## config.mk

```make
export PLATFORM = sky130hd
export DESIGN_NAME = vec_issue_ctrl_flat
export DESIGN_NICKNAME = d
export VERILOG_FILES = /design/src/rtl/vec_issue_ctrl_pkg.sv /design/src/rtl/vec_issue_ctrl_if.sv /design/src/rtl/vec_issue_sel.sv /design/src/rtl/vec_issue_ctrl.sv /design/src/flat_wrapper.sv
export SDC_FILE = /design/constraint.sdc
export NUM_CORES = 1
export LEC_CHECK = 0
export ABC_AREA = 1
export BUFFER_PORTS_ARGS = -buffer_cell sky130_fd_sc_hd__buf_2
export CORE_MARGIN = 10
export CORE_UTILIZATION = 51
export CTS_BUF_LIST = sky130_fd_sc_hd__clkbuf_4 sky130_fd_sc_hd__clkbuf_8 sky130_fd_sc_hd__clkbuf_16
export DETAILED_ROUTE_END_ITERATION = 16
export PLACE_DENSITY = 0.95
export SETUP_SLACK_MARGIN = 0.02
export SLEW_MARGIN = 40
export SYNTH_ARGS = -nofsm -noshare
export SYNTH_HDL_FRONTEND = slang
export SYNTH_SLANG_ARGS = --single-unit
```

## constraint.sdc

```tcl
create_clock -name clk -period 5.4 [get_ports clk]
set_input_delay 0.81 -clock clk [delete_from_list [all_inputs] [get_ports clk]]
set_output_delay 0.81 -clock clk [all_outputs]
set_load 0.01 [all_outputs]
```

## src/rtl/vec_issue_ctrl_pkg.sv

```systemverilog
// -----------------------------------------------------------------------------
// vec_issue_ctrl_pkg
// Shared definitions for the vector issue controller:
//   - XLEN and the unit-stride memory-op encoding
//   - RVV major opcodes and OP-V func3 groups
//   - issue FSM state encoding and instruction class
//   - decode select bundle handed to vec_decode
//   - classify_inst(): opcode/func3 -> instruction class
// -----------------------------------------------------------------------------
package vec_issue_ctrl_pkg;

    localparam int unsigned XLEN     = 32;
    localparam logic [1:0]  MOP_UNIT = 2'b00;

    typedef enum logic [6:0] {
        OP_VEC      = 7'h57,
        OP_LOAD_FP  = 7'h07,
        OP_STORE_FP = 7'h27
    } v_opcode_e;

    typedef enum logic [2:0] {
        F3_OPIVV = 3'b000,
        F3_OPFVV = 3'b001,
        F3_OPMVV = 3'b010,
        F3_OPIVI = 3'b011,
        F3_OPIVX = 3'b100,
        F3_OPFVF = 3'b101,
        F3_OPMVX = 3'b110,
        F3_OPCFG = 3'b111
    } v_func3_e;

    typedef enum logic [2:0] {
        ST_IDLE      = 3'd0,
        ST_DISPATCH  = 3'd1,
        ST_EXEC_WAIT = 3'd2,
        ST_MEM_WAIT  = 3'd3,
        ST_RESP      = 3'd4
    } issue_state_e;

    typedef enum logic [1:0] {
        CLS_CFG     = 2'd0,
        CLS_ARITH   = 2'd1,
        CLS_MEM     = 2'd2,
        CLS_ILLEGAL = 2'd3
    } inst_class_e;

    typedef struct packed {
        logic vl_sel;
        logic vtype_sel;
        logic lumop_sel;
        logic rs1rd_de;
        logic rs1_sel;
        logic vl_keep;
    } dec_sel_t;

    // Only OPIVV/OPIVI/OPIVX arithmetic is supported; the FP and MV groups
    // of OP-V are treated as illegal.
    function automatic inst_class_e classify_inst(input logic [6:0] opcode,
                                                  input logic [2:0] func3);
        inst_class_e cls;
        cls = CLS_ILLEGAL;
        case (opcode)
            OP_LOAD_FP, OP_STORE_FP: cls = CLS_MEM;
            OP_VEC: begin
                case (func3)
                    F3_OPCFG:                     cls = CLS_CFG;
                    F3_OPIVV, F3_OPIVI, F3_OPIVX: cls = CLS_ARITH;
                    default:                      cls = CLS_ILLEGAL;
                endcase
            end
            default: cls = CLS_ILLEGAL;
        endcase
        return cls;
    endfunction

endpackage

```

## src/rtl/vec_issue_ctrl_if.sv

```systemverilog
// -----------------------------------------------------------------------------
// vec_issue_ctrl_if
// Scalar-core <-> vector issue controller handshake.
//   inst_valid  core offers an instruction (held until accepted)
//   inst_ready  controller idle and able to accept
//   vec_inst    instruction word
//   rs1_data    scalar rs1 operand
//   rs2_data    scalar rs2 operand
//   vec_done    one-cycle completion pulse
//   vec_err     qualifies vec_done: illegal instruction or timeout
// master = scalar core side, slave = issue controller side.
// -----------------------------------------------------------------------------
interface vec_issue_ctrl_if;
    import vec_issue_ctrl_pkg::*;

    logic            inst_valid;
    logic            inst_ready;
    logic [XLEN-1:0] vec_inst;
    logic [XLEN-1:0] rs1_data;
    logic [XLEN-1:0] rs2_data;
    logic            vec_done;
    logic            vec_err;

    modport master (
        output inst_valid, vec_inst, rs1_data, rs2_data,
        input  inst_ready, vec_done, vec_err
    );

    modport slave (
        input  inst_valid, vec_inst, rs1_data, rs2_data,
        output inst_ready, vec_done, vec_err
    );

endinterface

```

## src/rtl/vec_issue_sel.sv

```systemverilog
// -----------------------------------------------------------------------------
// vec_issue_sel
// Purely combinational decode of the held instruction into vec_decode selects.
//   inst      in   XLEN   held instruction word
//   sel       out  dec_sel_t  {vl_sel, vtype_sel, lumop_sel, rs1rd_de, rs1_sel, vl_keep}
//   inst_cls  out  inst_class_e  config / arith / mem / illegal
// -----------------------------------------------------------------------------
module vec_issue_sel
    import vec_issue_ctrl_pkg::*;
(
    input  logic [XLEN-1:0] inst,
    output dec_sel_t        sel,
    output inst_class_e     inst_cls
);

    logic [6:0] opcode_s;
    logic [2:0] func3_s;
    logic [4:0] rs1_s;
    logic [4:0] rd_s;
    logic [1:0] mop_s;
    logic [1:0] cfg_kind_s;
    logic       rs1_nz_s;
    logic       unused_inst_bits_s;

    assign opcode_s   = inst[6:0];
    assign func3_s    = inst[14:12];
    assign rs1_s      = inst[19:15];
    assign rd_s       = inst[11:7];
    assign mop_s      = inst[27:26];
    assign cfg_kind_s = inst[31:30];
    assign rs1_nz_s   = (rs1_s != 5'd0);

    // vtype immediates / vs2 / vm fields are consumed by vec_decode, not here
    assign unused_inst_bits_s = ^{inst[29:28], inst[25:20]};

    // Select generation per instruction class
    always_comb begin
        sel      = 6'b000000;
        inst_cls = classify_inst(opcode_s, func3_s);
        case (inst_cls)
            CLS_CFG: begin
                if (cfg_kind_s == 2'b11) begin
                    // vsetivli: AVL is the uimm in the rs1 field
                    sel.vl_sel    = 1'b1;
                    sel.vtype_sel = 1'b1;
                    sel.rs1rd_de  = 1'b1;
                end else begin
                    // vsetvli ([31]=0) takes vtype from the immediate,
                    // vsetvl ([31:30]=10) takes it from rs2
                    sel.vtype_sel = ~inst[31];
                    sel.rs1rd_de  = rs1_nz_s;
                    sel.vl_keep   = (~rs1_nz_s) & (rd_s == 5'd0);
                end
            end
            CLS_ARITH: begin
                sel.rs1rd_de = 1'b1;
                sel.rs1_sel  = 1'b1;
            end
            CLS_MEM: begin
                // rs1 is the raw base address; non-unit mops pass rs2 as stride
                sel.rs1rd_de  = 1'b1;
                sel.rs1_sel   = 1'b1;
                sel.lumop_sel = (mop_s == MOP_UNIT);
            end
            default: begin
                sel = 6'b000000;
            end
        endcase
    end

endmodule

```

## src/rtl/vec_issue_ctrl.sv

```systemverilog
// -----------------------------------------------------------------------------
// vec_issue_ctrl
// Issue controller between the scalar core and the vector decode stage.
// One instruction in flight: accepted in IDLE, held for vec_decode, then
// CSR write (vset*), exec start or mem start, wait for done, respond.
// A watchdog turns a hung unit into an error response.
//   clk, reset        clock and synchronous active-high reset
//   core              slave side of the scalar-core handshake
//   inst_q/rs1_q/rs2_q held instruction and operands -> vec_decode
//   vl_sel..vl_keep   decode selects (0 while idle)
//   csr_wr_en         1-cycle CSR load pulse for vset*
//   exec_start/done   arithmetic unit start pulse / completion
//   mem_start/done    load/store unit start pulse / completion
// -----------------------------------------------------------------------------
module vec_issue_ctrl
    import vec_issue_ctrl_pkg::*;
#(
    parameter int unsigned TIMEOUT_CYCLES = 1024
) (
    input  logic            clk,
    input  logic            reset,
    vec_issue_ctrl_if.slave core,
    output logic [XLEN-1:0] inst_q,
    output logic [XLEN-1:0] rs1_q,
    output logic [XLEN-1:0] rs2_q,
    output logic            vl_sel,
    output logic            vtype_sel,
    output logic            lumop_sel,
    output logic            rs1rd_de,
    output logic            rs1_sel,
    output logic            vl_keep,
    output logic            csr_wr_en,
    output logic            exec_start,
    input  logic            exec_done,
    output logic            mem_start,
    input  logic            mem_done
);

    localparam int unsigned WD_W = (TIMEOUT_CYCLES > 1) ? $clog2(TIMEOUT_CYCLES) : 1;
    localparam logic [WD_W-1:0] WD_LAST = WD_W'(TIMEOUT_CYCLES - 1);

    issue_state_e    state_q, state_d;
    logic [XLEN-1:0] inst_d, rs1_d, rs2_d;
    logic [WD_W-1:0] wd_q, wd_d;
    logic            inst_ready_q, inst_ready_d;
    logic            csr_wr_en_q, csr_wr_en_d;
    logic            exec_start_q, exec_start_d;
    logic            mem_start_q, mem_start_d;
    logic            vec_done_q, vec_done_d;
    logic            vec_err_q, vec_err_d;

    dec_sel_t        sel_s;
    inst_class_e     dec_cls_s;
    inst_class_e     in_cls_s;
    logic            busy_s;
    logic            wait_done_s;

    vec_issue_sel u_sel (
        .inst     (inst_q),
        .sel      (sel_s),
        .inst_cls (dec_cls_s)
    );

    // The start pulse must be high in the DISPATCH cycle itself, so the
    // incoming word is classified at accept time to set that flop.
    assign in_cls_s    = classify_inst(core.vec_inst[6:0], core.vec_inst[14:12]);
    assign busy_s      = (state_q != ST_IDLE);
    assign wait_done_s = (state_q == ST_EXEC_WAIT) ? exec_done : mem_done;

    assign vl_sel    = busy_s & sel_s.vl_sel;
    assign vtype_sel = busy_s & sel_s.vtype_sel;
    assign lumop_sel = busy_s & sel_s.lumop_sel;
    assign rs1rd_de  = busy_s & sel_s.rs1rd_de;
    assign rs1_sel   = busy_s & sel_s.rs1_sel;
    assign vl_keep   = busy_s & sel_s.vl_keep;

    assign core.inst_ready = inst_ready_q;
    assign core.vec_done   = vec_done_q;
    assign core.vec_err    = vec_err_q;
    assign csr_wr_en       = csr_wr_en_q;
    assign exec_start      = exec_start_q;
    assign mem_start       = mem_start_q;

    // Next state, hold registers, watchdog and next values of the output pulses
    always_comb begin
        state_d      = state_q;
        inst_d       = inst_q;
        rs1_d        = rs1_q;
        rs2_d        = rs2_q;
        wd_d         = wd_q;
        csr_wr_en_d  = 1'b0;
        exec_start_d = 1'b0;
        mem_start_d  = 1'b0;
        vec_done_d   = 1'b0;
        vec_err_d    = 1'b0;
        case (state_q)
            ST_IDLE: begin
                if (core.inst_valid) begin
                    inst_d  = core.vec_inst;
                    rs1_d   = core.rs1_data;
                    rs2_d   = core.rs2_data;
                    state_d = ST_DISPATCH;
                    case (in_cls_s)
                        CLS_CFG:   csr_wr_en_d  = 1'b1;
                        CLS_ARITH: exec_start_d = 1'b1;
                        CLS_MEM:   mem_start_d  = 1'b1;
                        default:   csr_wr_en_d  = 1'b0;
                    endcase
                end else begin
                    state_d = ST_IDLE;
                end
            end
            ST_DISPATCH: begin
                // done inputs are deliberately not looked at here
                case (dec_cls_s)
                    CLS_CFG: begin
                        state_d    = ST_RESP;
                        vec_done_d = 1'b1;
                    end
                    CLS_ARITH: begin
                        state_d = ST_EXEC_WAIT;
                        wd_d    = {WD_W{1'b0}};
                    end
                    CLS_MEM: begin
                        state_d = ST_MEM_WAIT;
                        wd_d    = {WD_W{1'b0}};
                    end
                    default: begin
                        state_d    = ST_RESP;
                        vec_done_d = 1'b1;
                        vec_err_d  = 1'b1;
                    end
                endcase
            end
            ST_EXEC_WAIT, ST_MEM_WAIT: begin
                // a done arriving in the expiry cycle still counts as success
                if (wait_done_s) begin
                    state_d    = ST_RESP;
                    vec_done_d = 1'b1;
                end else if (wd_q == WD_LAST) begin
                    state_d    = ST_RESP;
                    vec_done_d = 1'b1;
                    vec_err_d  = 1'b1;
                end else begin
                    wd_d = wd_q + {{(WD_W-1){1'b0}}, 1'b1};
                end
            end
            ST_RESP: begin
                state_d = ST_IDLE;
            end
            default: begin
                state_d = ST_IDLE;
            end
        endcase
        inst_ready_d = (state_d == ST_IDLE);
    end

    // State, hold registers, watchdog and registered outputs
    always_ff @(posedge clk) begin
        if (reset) begin
            state_q      <= ST_IDLE;
            inst_q       <= {XLEN{1'b0}};
            rs1_q        <= {XLEN{1'b0}};
            rs2_q        <= {XLEN{1'b0}};
            wd_q         <= {WD_W{1'b0}};
            inst_ready_q <= 1'b1;
            csr_wr_en_q  <= 1'b0;
            exec_start_q <= 1'b0;
            mem_start_q  <= 1'b0;
            vec_done_q   <= 1'b0;
            vec_err_q    <= 1'b0;
        end else begin
            state_q      <= state_d;
            inst_q       <= inst_d;
            rs1_q        <= rs1_d;
            rs2_q        <= rs2_d;
            wd_q         <= wd_d;
            inst_ready_q <= inst_ready_d;
            csr_wr_en_q  <= csr_wr_en_d;
            exec_start_q <= exec_start_d;
            mem_start_q  <= mem_start_d;
            vec_done_q   <= vec_done_d;
            vec_err_q    <= vec_err_d;
        end
    end

endmodule
```

## src/flat_wrapper.sv

```systemverilog
// flat-port wrapper written by rule: the top's interface ports become plain ports
module vec_issue_ctrl_flat import vec_issue_ctrl_pkg::*;
#(
    parameter int unsigned TIMEOUT_CYCLES = 1024
)
  (clk, reset, inst_q, rs1_q, rs2_q, vl_sel, vtype_sel, lumop_sel, rs1rd_de, rs1_sel, vl_keep, csr_wr_en, exec_start, exec_done, mem_start, mem_done, core_inst_valid, core_vec_inst, core_rs1_data, core_rs2_data, core_inst_ready, core_vec_done, core_vec_err);
  vec_issue_ctrl_if core_i ();
  input  logic clk;
  input  logic reset;
  output logic [XLEN-1:0] inst_q;
  output logic [XLEN-1:0] rs1_q;
  output logic [XLEN-1:0] rs2_q;
  output logic vl_sel;
  output logic vtype_sel;
  output logic lumop_sel;
  output logic rs1rd_de;
  output logic rs1_sel;
  output logic vl_keep;
  output logic csr_wr_en;
  output logic exec_start;
  input  logic exec_done;
  output logic mem_start;
  input  logic mem_done;
  input wire logic [$bits(core_i.inst_valid)-1:0] core_inst_valid;
  input wire logic [$bits(core_i.vec_inst)-1:0] core_vec_inst;
  input wire logic [$bits(core_i.rs1_data)-1:0] core_rs1_data;
  input wire logic [$bits(core_i.rs2_data)-1:0] core_rs2_data;
  output wire logic [$bits(core_i.inst_ready)-1:0] core_inst_ready;
  output wire logic [$bits(core_i.vec_done)-1:0] core_vec_done;
  output wire logic [$bits(core_i.vec_err)-1:0] core_vec_err;
  assign core_i.inst_valid = core_inst_valid;
  assign core_i.vec_inst = core_vec_inst;
  assign core_i.rs1_data = core_rs1_data;
  assign core_i.rs2_data = core_rs2_data;
  assign core_inst_ready = core_i.inst_ready;
  assign core_vec_done = core_i.vec_done;
  assign core_vec_err = core_i.vec_err;
  vec_issue_ctrl #(.TIMEOUT_CYCLES(TIMEOUT_CYCLES)) u_core (.clk(clk), .reset(reset), .core(core_i), .inst_q(inst_q), .rs1_q(rs1_q), .rs2_q(rs2_q), .vl_sel(vl_sel), .vtype_sel(vtype_sel), .lumop_sel(lumop_sel), .rs1rd_de(rs1rd_de), .rs1_sel(rs1_sel), .vl_keep(vl_keep), .csr_wr_en(csr_wr_en), .exec_start(exec_start), .exec_done(exec_done), .mem_start(mem_start), .mem_done(mem_done));
endmodule
```

**Yosys cells after proc, flatten, opt, wreduce, memory -nomap -nowiden**

Index checks and enable logic that the tools add are counted.

- Bitwise gates (word level): 11
- Eq/ne operators: 24
- Reductions and logical operators: 21
- Add/sub/neg operators: 1
- Mux-type cells: 33

Operator list:

| cell | number |
|---|---|
| two-way mux 10 bit | 3 |
| case mux 10 bit (2 select lines) | 1 |
| two-way mux 1 bit | 17 |
| case mux 2 bit (2 select lines) | 4 |
| equality test 7 x 3 -> 1 bit, second input constant | 2 |
| equality test 7 x 6 -> 1 bit, second input constant | 2 |
| equality test 7 bit, second input constant | 2 |
| equality test 3 x 2 -> 1 bit, second input constant | 4 |
| equality test 3 bit, second input constant | 4 |
| logical NOT 3 bit | 4 |
| OR reduction 3 bit | 4 |
| adder 10 x 1 -> 10 bit, second input constant | 1 |
| equality test 10 bit, second input constant | 1 |
| case mux 3 bit (3 select lines) | 1 |
| OR reduction 2 bit | 4 |
| bitwise AND 1 bit | 7 |
| equality test 2 bit, second input constant | 3 |
| logical NOT 2 bit | 3 |
| two-way mux 3 bit | 2 |
| != test 2 bit, second input constant | 3 |
| case mux 1 bit (2 select lines) | 3 |
| case mux 3 bit (2 select lines) | 1 |
| logical NOT 5 bit | 1 |
| nonzero test 5 bit | 1 |
| other kinds (8) | 12 |

- Input port bits: 101
- Output and inout bits: 108
- Word-level logic and storage cells: 101
- Register bits after elaboration: 115

**Longest topological paths before layout**

Gate-level depths: netlist of run 1.

- Word-level depth: 8
- Depth in mapped cells: 15
- Mapped depth without buffers: 15

**By module**

From an unflattened synthesis of run 1, not the netlist that was laid out.

- Cells, all modules: 641
- Area total of the unflattened synthesis: 4733.3 sq um

Modules (own cells, without submodules):

| module | area an instance (sq um) | cells each | seq. area each (sq um) | times used |
|---|---|---|---|---|
| vec_issue_ctrl | 4490.6 | 595 | 2302.2 | 1 |
| vec_issue_sel | 242.7 | 46 | 0.0 | 1 |

**Worst setup path before layout of run 1**

No wires, ideal clock.

- Kind: register to output
- Start: reg u_core.inst_q[12]
- End: out rs1rd_de
- Path slack: 2.734 ns
- Data arrival time: 1.856 ns
- Stages on the path, launching flop included: 12
- Required time: 4.590 ns
- Path buffers: 0
- Cells stage by stage: dfxtp_1 inv_1 ha_1 inv_1 nand4_1 inv_1 a21oi_1 inv_1 ha_1 inv_1 a21oi_1 nor3_1

- Longest elaborated chain between the ends: 8
- Elaborated cells between the ends (all ways): 13
- Those cells by class: eq/ne (5); mux (3); bitwise (1); reduce/logical (4)

Ends and longest elaborated chain:

| element | RTL line | RTL |
|---|---|---|
| start: declaration | vec_issue_ctrl.sv:23 | `output logic [XLEN-1:0] inst_q,` |
| start signal: assignment | vec_issue_ctrl.sv:162 | `inst_q <= {XLEN{1'b0}};` |
| start signal: assignment | vec_issue_ctrl.sv:174 | `inst_q <= inst_d;` |
| equality test 3 x 2 -> 1 bit (tied with other cells) | vec_issue_ctrl_pkg.sv:65 | `case (func3)` |
| OR reduction 3 bit | vec_issue_ctrl_pkg.sv:65 |  |
| case mux 2 bit (2 select lines) (*) | vec_issue_ctrl_pkg.sv:65 |  |
| case mux 2 bit (2 select lines) (*) | vec_issue_ctrl_pkg.sv:62 | `case (opcode)` |
| equality test 2 x 1 -> 1 bit or equality test 2 bit (tied branches) | vec_issue_sel.sv:40 | `case (inst_cls)` |
| OR reduction 2 bit (no line) | - |  |
| case mux 1 bit (2 select lines) (*) | vec_issue_sel.sv:40 |  |
| bitwise AND 1 bit (*) | vec_issue_ctrl.sv:73 | `assign rs1rd_de = busy_s & sel_s.rs1rd_de;` |
| end: declaration | flat_wrapper.sv:16 | `output logic rs1rd_de;` |

Mark *: on every way between the ends. The rest lies on a longest branch, timed or not.

**Final worst setup path of run 1**

Ends and elaborated chain as after synthesis.

==> results.tsv, run 1 <==
metric	value	unit
Clock power frac	45.6	%
crit end category	output pin	
Cell Chain, Critical Path	inv_1, ha_1, inv_1, nand4_1, inv_1, a21oi_1, inv_1, ha_1, inv_1, a21oi_1, nor3_1, buf_2	
Slew HR	57.5	%
CP max stage delay	0.35	ns
RR Startpoint	u_core.inst_q[12]$_SDFFE_PP0P_	
Die X	116	um
dpl cells	896	
Final Wtd Congestion	0.909	
hpwl dp	10.5	mm
Yosys top cell area share	49.3	%
initial antenna violation count	3	
HP Start	u_core.rs2_q[12]$_SDFFE_PP0P_	
CP delay by family, top	adder cells	
share of layout cells above drive strength 1	33.5	%
area delta synth->final	34.1	%
WP data required	4.59	ns
Clock Tree Buf Depth	2	
P_leak	2.98	nW
initial core utilization	53.0	%
post-CTS setup buffers	0	
predominant post-synthesis flop cell	dfxtp_1	
Comb pwr share	15.2	%
GR Util All Layers	21.0	%
fraction of registers with async set/reset	0	%
Worst-path clk slew	0.06	ns
Buf/Inv on CP	6	
Fmax	296	MHz
DRT antenna net count	0	
grt met3 use	9.87	%
WS Path Type	reg -> out	
Int Power	1.77	mW
synth cell count leaders	nand2_1 (201), dfxtp_1 (115), a21oi_1 (103), inv_1 (41), nor2_1 (27)	
CTS tree	done	
total congestion overflow	0	
slowest CP cell	dfxtp_1	
setup tns final	0	ns
Final Util	71.1	%
Starting DRT DRC Count	352	
first-pass GRT wire length	22.5	mm
FF-to-FF End	u_core.wd_q[8]$_SDFFE_PP0P_	
Worst-Skew Late Latency	0.50	ns
most used cell, CP	inv_1	
Final Setup Violations	0	
arrival time at the worst endpoint	2.57	ns
met1 GRT Util	21.1	%
Mapped Avg Cell Area	7.63	sq um
fin cells	930	
synth unique cells	29	
Endpoint, Worst Hold	u_core.rs2_q[12]$_SDFFE_PP0P_	
Post-synth EDFFs	0	
Max Slew Vio Count	0	
register-to-register setup slack	2.92	ns
reg2reg path depth	14	
cts hold-fix bufs	0	
Seq/Total Area, Yosys	49.3	%
routed wire length per instance	15.6	um
most numerous cell in the Yosys netlist	nand2_1	
outcome	complete, no violations	
switching part of the total	27.8	%
Final Hold Fails	0	
final setup skew	0.00946	ns
WHS	0.461	ns
Worst-Margin Slew	0.638	ns
H-tree levels	4	
largest net degree at the start of global routing	113	
fin crit share	62.6	%
Post-CTS Resized	0	
root buffer cell	clkbuf_8	
Die Area	0.0134	sq mm
drt first pass iters	5	
Filler cells	713	
ranking of synthesized cells by area	dfxtp_1 (49%), nand2_1 (16%), a21oi_1 (11%)	
DRC violations left	0	
Psw	0.681	mW
CP Launch Type	flop	
vias after detailed routing	4675	
number of CTS-inserted buffers	17	
VDD IR-drop max	0.245	mV
I/O Buffers	208	
Max Cap Violations	0	
Core Rows	34	
Seq pwr share	39.2	%
Worst Hold Class	reg -> reg	
Mapped Nets	719	
leading area contributor after synthesis	dfxtp_1	
Synth Register Bits	115	
Post-Syn Area	0.00467	sq mm
RSZ-0062 raised after global routing	no	
CTS Sinks	115	
routed vias/inst	5.03	
CP Max Fanout	3	
min Tclk post-route	3.38	ns
Cells after Synth	612	
Synthesis Warnings	0	
vias in the first global route	4614	
most used routing layer	met2	
power density over the cells	391	mW/mm^2
Hold Crit Depth	2	
core area	0.00881	sq mm
Ports	209	
Nets	914	
final wirelength	14.5	mm
die height	116	um
GR Util met2	36.2	%
## flip-flops by register name (all words and copies together) (netlist names)
| name | flops |
|---|---|
| u_core.state_q | 3 |
| u_core.rs1_q | 32 |
| u_core.mem_start | 1 |
| u_core.core.vec_done | 1 |
| u_core.inst_q | 32 |
| u_core.core.vec_err | 1 |
| u_core.wd_q | 10 |
| u_core.core.inst_ready | 1 |
| u_core.rs2_q | 32 |
| u_core.csr_wr_en | 1 |
| u_core.exec_start | 1 |
## per-stage QoR
stage / setup slack, ns / total power, mW / instance area (sq um)
floorplan: 2.73 / 1.21 / 4670
global placement: 2.60 / 1.33 / 5640
detailed placement: 2.54 / 1.35 / 5650
CTS: 1.99 / 2.47 / 6250
global route: 1.81 / 2.57 / 6260
finish: 2.02 / 2.45 / 6260
## worst min-delay path, stage by stage, from the launching register on
cell     delay, ns
dfxtp_1       0.31
nand2_1       0.06
a21oi_1       0.05
## layout by cell type (no fill, tap or decap)
| cell type | synthesis | layout |
|---|---|---|
| buf_2 | 13 | 207 |
| nand2_1 | 201 | 201 |
| dfxtp_1 | 115 | 115 |
| a21oi_1 | 103 | 103 |
| inv_1 | 41 | 41 |
| nor2_1 | 27 | 27 |
| o21ai_0 | 17 | 17 |
| nand3_1 | 16 | 16 |
| clkbuf_16 | 0 | 16 |
| nand2_2 | 12 | 11 |
| a21oi_2 | 10 | 10 |
| nor3_1 | 7 | 7 |
| ha_1 | 6 | 6 |
| nand4_1 | 5 | 5 |
| clkinv_4 | 0 | 4 |
| nor4_1 | 3 | 3 |
| nor2_2 | 3 | 3 |
| clkinvlp_4 | 0 | 3 |
| bufinv_16 | 0 | 3 |
| inv_6 | 0 | 3 |
| diode_2 | 0 | 2 |
| inv_2 | 2 | 2 |
| nand3_2 | 2 | 2 |
| nand2_4 | 2 | 2 |
| buf_4 | 0 | 2 |
| nor3_4 | 1 | 1 |
| nor2_4 | 1 | 1 |
| xor2_1 | 1 | 1 |
| nand2_8 | 0 | 1 |
| o21a_1 | 1 | 1 |
| and3_1 | 1 | 1 |
| xnor2_1 | 1 | 1 |
| clkbuf_8 | 0 | 1 |
| clkinv_2 | 0 | 1 |
| clkbuf_4 | 0 | 1 |
| buf_6 | 4 | 1 |
## kinds of logic (layout without fill, tap and decap cells)
family	count (synthesis)	in the layout	share of synthesized area, %
buffers and inverters	77	285	8.26
adders and majority gates	6	6	1.61
AOI/OAI and AO/OA	131	131	14.9
other	0	2	0
and+or+nand+nor	281	281	25.5
DFF	115	115	49.3
xor gates and xnor gates	2	2	0.375
## per-layer routing
layer / part of all wire [%] / vias up
met4: 3.3 / 2
met3: 9.3 / 33
met1: 35 / 2106
li1: - / 2357
met5: 0.090 / -
met2: 52 / 177
## power by group through the flow
stage,clock [mW],sequential (mW),combinational [mW]
2_1_floorplan,0,1.01,0.205
3_3_place_gp,0,0.971,0.363
3_5_place_dp,0,0.974,0.373
4_1_cts,1.13,0.958,0.377
5_1_grt,1.19,0.966,0.414
6_report,1.12,0.958,0.372
## layout make-up
type / count / area [sq um] / area share, %
Clock inverter: 14 / 179 / 2.86
Clock buffer: 18 / 422 / 6.74
Sequential cell: 115 / 2300 / 36.8
Tap cell: 108 / 135 / 2.16
Multi-Input combinational cell: 420 / 1990 / 31.8
Timing Repair Buffer: 210 / 1060 / 17.0
Inverter: 43 / 161 / 2.58
Antenna cell: 2 / 5.00 / 0.0800
## worst max path at each step
stage,startpoint,cells past startpoint,endpoint,slack (ns)
floorplan,u_core.inst_q[12]$_SDFFE_PP0P_,11,rs1rd_de,2.73
global placement,u_core.inst_q[12]$_SDFFE_PP0P_,12,rs1rd_de,2.60
detailed placement,u_core.inst_q[12]$_SDFFE_PP0P_,12,rs1rd_de,2.54
CTS,u_core.inst_q[12]$_SDFFE_PP0P_,12,rs1rd_de,1.99
global route,u_core.inst_q[12]$_SDFFE_PP0P_,12,rs1rd_de,1.81
finish,u_core.inst_q[12]$_SDFFE_PP0P_,12,rs1rd_de,2.02
(Power assumes the default switching activity.)
==> run 2: changes to the inputs <==
Settings changed: CORE_UTILIZATION 51 to 47, PLACE_DENSITY 0.95 to 0.91.
Clock period 5.4 ns to 3.15 ns, I/O delays scaled along.
==> run 2 against run 1 <==
Effect of this change: clock-buffer cell count rose by 1; critical endpoint unchanged; first-iteration DRC count fell by 24%; combinational power rose by 73%; sequential power rose by 71%; core utilization fell by 6.0 points; clock skew barely moved; die area rose by 7.0%; sequential cell count did not move.
==> results.tsv, run 2 (synthesized netlist as in run 1, its figures left out) <==
metric	value	unit
outcome	complete, no violations	
final wirelength	14.2	mm
Filler cells	881	
Die Area	0.0143	sq mm
first-pass GRT wire length	22.9	mm
Final Hold Fails	0	
final setup skew	0.00993	ns
initial antenna violation count	1	
total congestion overflow	0	
hpwl dp	10.3	mm
fin cells	957	
routed vias/inst	4.80	
initial core utilization	48.0	%
Clock power frac	46.0	%
WP data required	2.68	ns
cts hold-fix bufs	0	
Clock Tree Buf Depth	2	
Final Util	65.1	%
DRT antenna net count	0	
area delta synth->final	35.7	%
most frequent cells in the layout	buf_2 (207), nand2_1 (201), dfxtp_1 (115), a21oi_1 (102), inv_1 (41)	
Worst-path clk slew	0.06	ns
largest net degree at the start of global routing	99	
Psw	1.18	mW
Worst-Margin Slew	0.581	ns
H-tree levels	4	
CP Max Fanout	3	
DRC violations left	0	
vias after detailed routing	4595	
Max Slew Vio Count	0	
routed wire length per instance	14.8	um
drt first pass iters	4	
I/O Buffers	208	
Worst Hold Class	in -> reg	
top flop regs	u_core.inst_q (32), u_core.rs1_q (32), u_core.rs2_q (32)	
Starting DRT DRC Count	269	
WS Path Type	reg -> out	
Slew HR	61.2	%
CP Launch Type	flop	
share of layout cells above drive strength 1	33.9	%
Final Wtd Congestion	0.869	
arrival time at the worst endpoint	2.53	ns
commonest non-fill, non-tap cell in the layout	buf_2	
Sequential cell area	0.00230	sq mm
CTS Sinks	115	
crit end category	output pin	
power density over the cells	668	mW/mm^2
setup tns final	0	ns
Int Power	3.06	mW
Fmax	333	MHz
vias in the first global route	4677	
die height	120	um
number of CTS-inserted buffers	17	
Core Rows	36	
fin crit share	95.5	%
min Tclk post-route	3.01	ns
P_leak	3.00	nW
switching part of the total	27.8	%
GR Util All Layers	19.3	%
Ports	209	
multi-input combinational cell area	0.00199	sq mm
dpl cells	923	
RSZ-0062 raised after global routing	no	
Final Setup Violations	0	
Seq pwr share	38.8	%
VDD IR-drop max	0.471	mV
Worst-Skew Late Latency	0.50	ns
Comb pwr share	15.2	%
root buffer cell	clkbuf_8	
core area	0.00973	sq mm
Nets	917	
Max Cap Violations	0	
Die X	120	um
CTS tree	done	
[run 2: changes by cell type in the layout (fill, tap and decap cells not counted)]
cell,previous run,this run
nand2_4,2,3
clkinvlp_4,3,4
buf_12,0,2
diode_2,2,1
buf_4,2,4
a21oi_1,103,102
clkinv_2,1,0
inv_6,3,4
clkinv_4,4,2
a21oi_2,10,11
buf_6,1,0
nand2_8,1,0
clkbuf_8,1,2
[run 2: routing by layer]
metal | up-vias | wire length [um] | global-route usage, %
met4 | 0 | 334 | 8.14
met2 | 146 | 7070 | 33.4
met3 | 24 | 1130 | 7.55
met1 | 2062 | 5650 | 20.6
li1 | 2363 | - | -
met5 | - | 0 | 0
[run 2: metrics by stage]
step	setup slack [ns]	area, sq um	total power, mW	hold slack [ns]
finish	0.143	6330	4.23	0.209
global route	0.0125	6330	4.41	0.205
CTS	0.0292	6320	4.26	0.195
detailed placement	0.576	5710	2.32	0.452
global placement	0.765	5710	2.30	0.449
floorplan	0.822	4670	2.07	0.466
[run 2: power groups by stage]
stage,Sequential [mW],Combinational (mW),Clock (mW)
after global routing,1.66,0.722,2.04
final,1.64,0.644,1.95
after floorplan,1.72,0.351,0
after detailed placement,1.67,0.647,0
after global placement,1.66,0.638,0
after CTS,1.64,0.648,1.97
[run 2: final timing paths]
kind	startpoint	slack, ns	end	cells past startpoint
max	u_core.inst_q[12]$_SDFFE_PP0P_	0.14	rs1rd_de	12
min	core_rs1_data[24]	0.21	u_core.rs1_q[24]$_SDFFE_PP0P_	3
max reg2reg	u_core.inst_q[12]$_SDFFE_PP0P_	0.73	u_core.wd_q[6]$_SDFFE_PP0P_	14
min reg2reg	u_core.rs2_q[20]$_SDFFE_PP0P_	0.46	u_core.rs2_q[20]$_SDFFE_PP0P_	2
[run 2: critical path: stages (launching register included)]
cell,delay (ns)
dfxtp_1,0.35
inv_1,0.07
ha_1,0.27
inv_1,0.03
nand4_1,0.11
inv_1,0.10
a21oi_2,0.16
inv_1,0.08
ha_1,0.31
inv_1,0.12
a21oi_1,0.06
nor3_1,0.18
buf_2,0.17
[run 2: repair_timing]
item | in CTS | in global routing
gates resized for setup | 0 | 1
buffers inserted | 0 | 1
endpoints found under the setup margin | 0 | 2
[run 2: area by class of cell]
class                   count  area share, %
flip-flops and latches    115           36.3
multi-input cells         420           31.4
repair buffers            213           17.5
clock buffers              19           6.87
clock inverters            13           2.73
well taps                 133           2.63
inverters                  43           2.55
diodes                      1         0.0395
==> run 3: changes to the inputs <==
Settings changed: CAP_MARGIN from default to 10, CTS_BUF_LIST sky130_fd_sc_hd__clkbuf_4 sky130_fd_sc_hd__clkbuf_8 sky130_fd_sc_hd__clkbuf_16 to sky130_fd_sc_hd__clkbuf_16, MAX_ROUTING_LAYER from default to met4.
==> run 3 against run 2 <==
Effect of this change: first-iteration DRC count is 0.37% lower; hold slack gained 0.11 ns; sequential power about the same; via count down 0.28%; largest power group unchanged.
==> results.tsv, run 3 (synthesized netlist as in run 1, its figures left out) <==
metric	value	unit
Starting DRT DRC Count	268	
CP Launch Type	flop	
P_leak	3.00	nW
CP Max Fanout	3	
Die Area	0.0143	sq mm
WP data required	2.68	ns
GR Util All Layers	19.8	%
multi-input combinational cell area	0.00199	sq mm
die height	120	um
share of layout cells above drive strength 1	33.6	%
final setup skew	0.00853	ns
core area	0.00973	sq mm
Core Rows	36	
Max Slew Vio Count	0	
root buffer cell	clkbuf_16	
WS Path Type	reg -> out	
Nets	916	
number of CTS-inserted buffers	17	
outcome	complete, no violations	
routed vias/inst	4.79	
Final Hold Fails	0	
min Tclk post-route	2.98	ns
most frequent cells in the layout	buf_2 (207), nand2_1 (201), dfxtp_1 (115), a21oi_1 (102), inv_1 (42)	
RSZ-0062 raised after global routing	no	
hpwl dp	10.3	mm
crit end category	output pin	
DP Area	0.00571	sq mm
commonest non-fill, non-tap cell in the layout	buf_2	
Buf/Inv on CP	6	
post-CTS setup buffers	0	
CTS Sinks	115	
largest net degree at the start of global routing	99	
initial core utilization	48.0	%
Fmax	336	MHz
final wirelength	14.1	mm
DRC violations left	0	
fin crit share	94.5	%
Max Cap Violations	0	
Slew HR	61.8	%
Ports	209	
setup tns final	0	ns
power density over the cells	669	mW/mm^2
drt first pass iters	5	
vias in the first global route	4690	
Cell Chain, Critical Path	inv_1, ha_1, inv_1, nand4_1, inv_1, a21oi_2, inv_1, ha_1, inv_1, a21oi_1, nor3_1, buf_2	
CP max stage delay	0.35	ns
area delta synth->final	35.5	%
first-pass GRT wire length	22.9	mm
most used cell, CP	inv_1	
Die X	120	um
vias after detailed routing	4582	
initial antenna violation count	1	
Worst Hold Class	in -> reg	
Clock Tree Buf Depth	2	
DRT antenna net count	0	
Sequential cell area	0.00230	sq mm
cts hold-fix bufs	0	
Filler cells	880	
total congestion overflow	0	
H-tree levels	4	
Worst-Margin Slew	0.573	ns
Worst-Skew Late Latency	0.40	ns
VDD IR-drop max	0.472	mV
CTS tree	done	
routed wire length per instance	14.7	um
slowest CP cell	dfxtp_1	
Final Setup Violations	0	
I/O Buffers	208	
arrival time at the worst endpoint	2.50	ns
top flop regs	u_core.inst_q (32), u_core.rs1_q (32), u_core.rs2_q (32)	
Final Wtd Congestion	0.883	
Worst-path clk slew	0.06	ns
fin area	0.00632	sq mm
CP delay by family, top	buffers and inverters	
## run 3: area by class of cell
class / count / area share, %
diodes: 1 / 0.0396
flip-flops and latches: 115 / 36.4
well taps: 133 / 2.63
clock buffers: 17 / 6.73
clock inverters: 15 / 2.85
inverters: 43 / 2.55
multi-input cells: 420 / 31.4
repair buffers: 212 / 17.4
## run 3: worst paths after layout
path                                                startpoint                            end  slack [ns]  cells after the start
worst max-delay path            u_core.inst_q[12]$_SDFFE_PP0P_                       rs1rd_de        0.17                     12
worst min-delay path                         core_rs1_data[24]  u_core.rs1_q[24]$_SDFFE_PP0P_        0.32                      3
worst max register to register  u_core.inst_q[12]$_SDFFE_PP0P_    u_core.wd_q[6]$_SDFFE_PP0P_        0.63                     14
worst min register to register   u_core.rs1_q[20]$_SDFFE_PP0P_  u_core.rs1_q[20]$_SDFFE_PP0P_        0.46                      2
## run 3: per-stage QoR
stage	cells	hold WS [ns]	worst slack, ns	power [mW]	utilization (%)
after floorplan	612	0.466	0.822	2.07	-
after global placement	923	0.449	0.765	2.30	58.7
after detailed placement	923	0.452	0.576	2.32	58.7
after CTS	955	0.302	0.136	4.26	64.9
after global routing	956	0.312	0.0183	4.42	65.0
final	956	0.316	0.174	4.23	65.0
## run 3: per-layer routing
layer | GRT usage, % | vias up | part of all wire, % | wire [um]
met4 | 7.24 | 0 | 2.4 | 344
met1 | 21.5 | 2054 | 42 | 5870
met3 | 6.19 | 26 | 5.6 | 790
met5 | - | - | 0 | 0
met2 | 33.5 | 141 | 50 | 7080
li1 | - | 2361 | - | -
## run 3: what timing repair did
action	4_1_cts	5_1_grt
setup endpoints to repair	0	1
endpoints found under the hold margin	0	0
gates resized for setup	0	1
## run 3: worst register-to-register path, delay by kind of cell, from the launching register on
kind            cells  cell delay, ns
simple gates        5            0.78
fa+ha+maj           2            0.58
buf+inv             5            0.43
flops               1            0.35
compound gates      2            0.24
## run 3: report_power, final
group	switching [mW]	internal [mW]	leakage [nW]	total, mW
clock network	0.694	1.25	0.286	1.94
registers	0.0668	1.58	0.943	1.64
logic	0.406	0.237	1.77	0.643
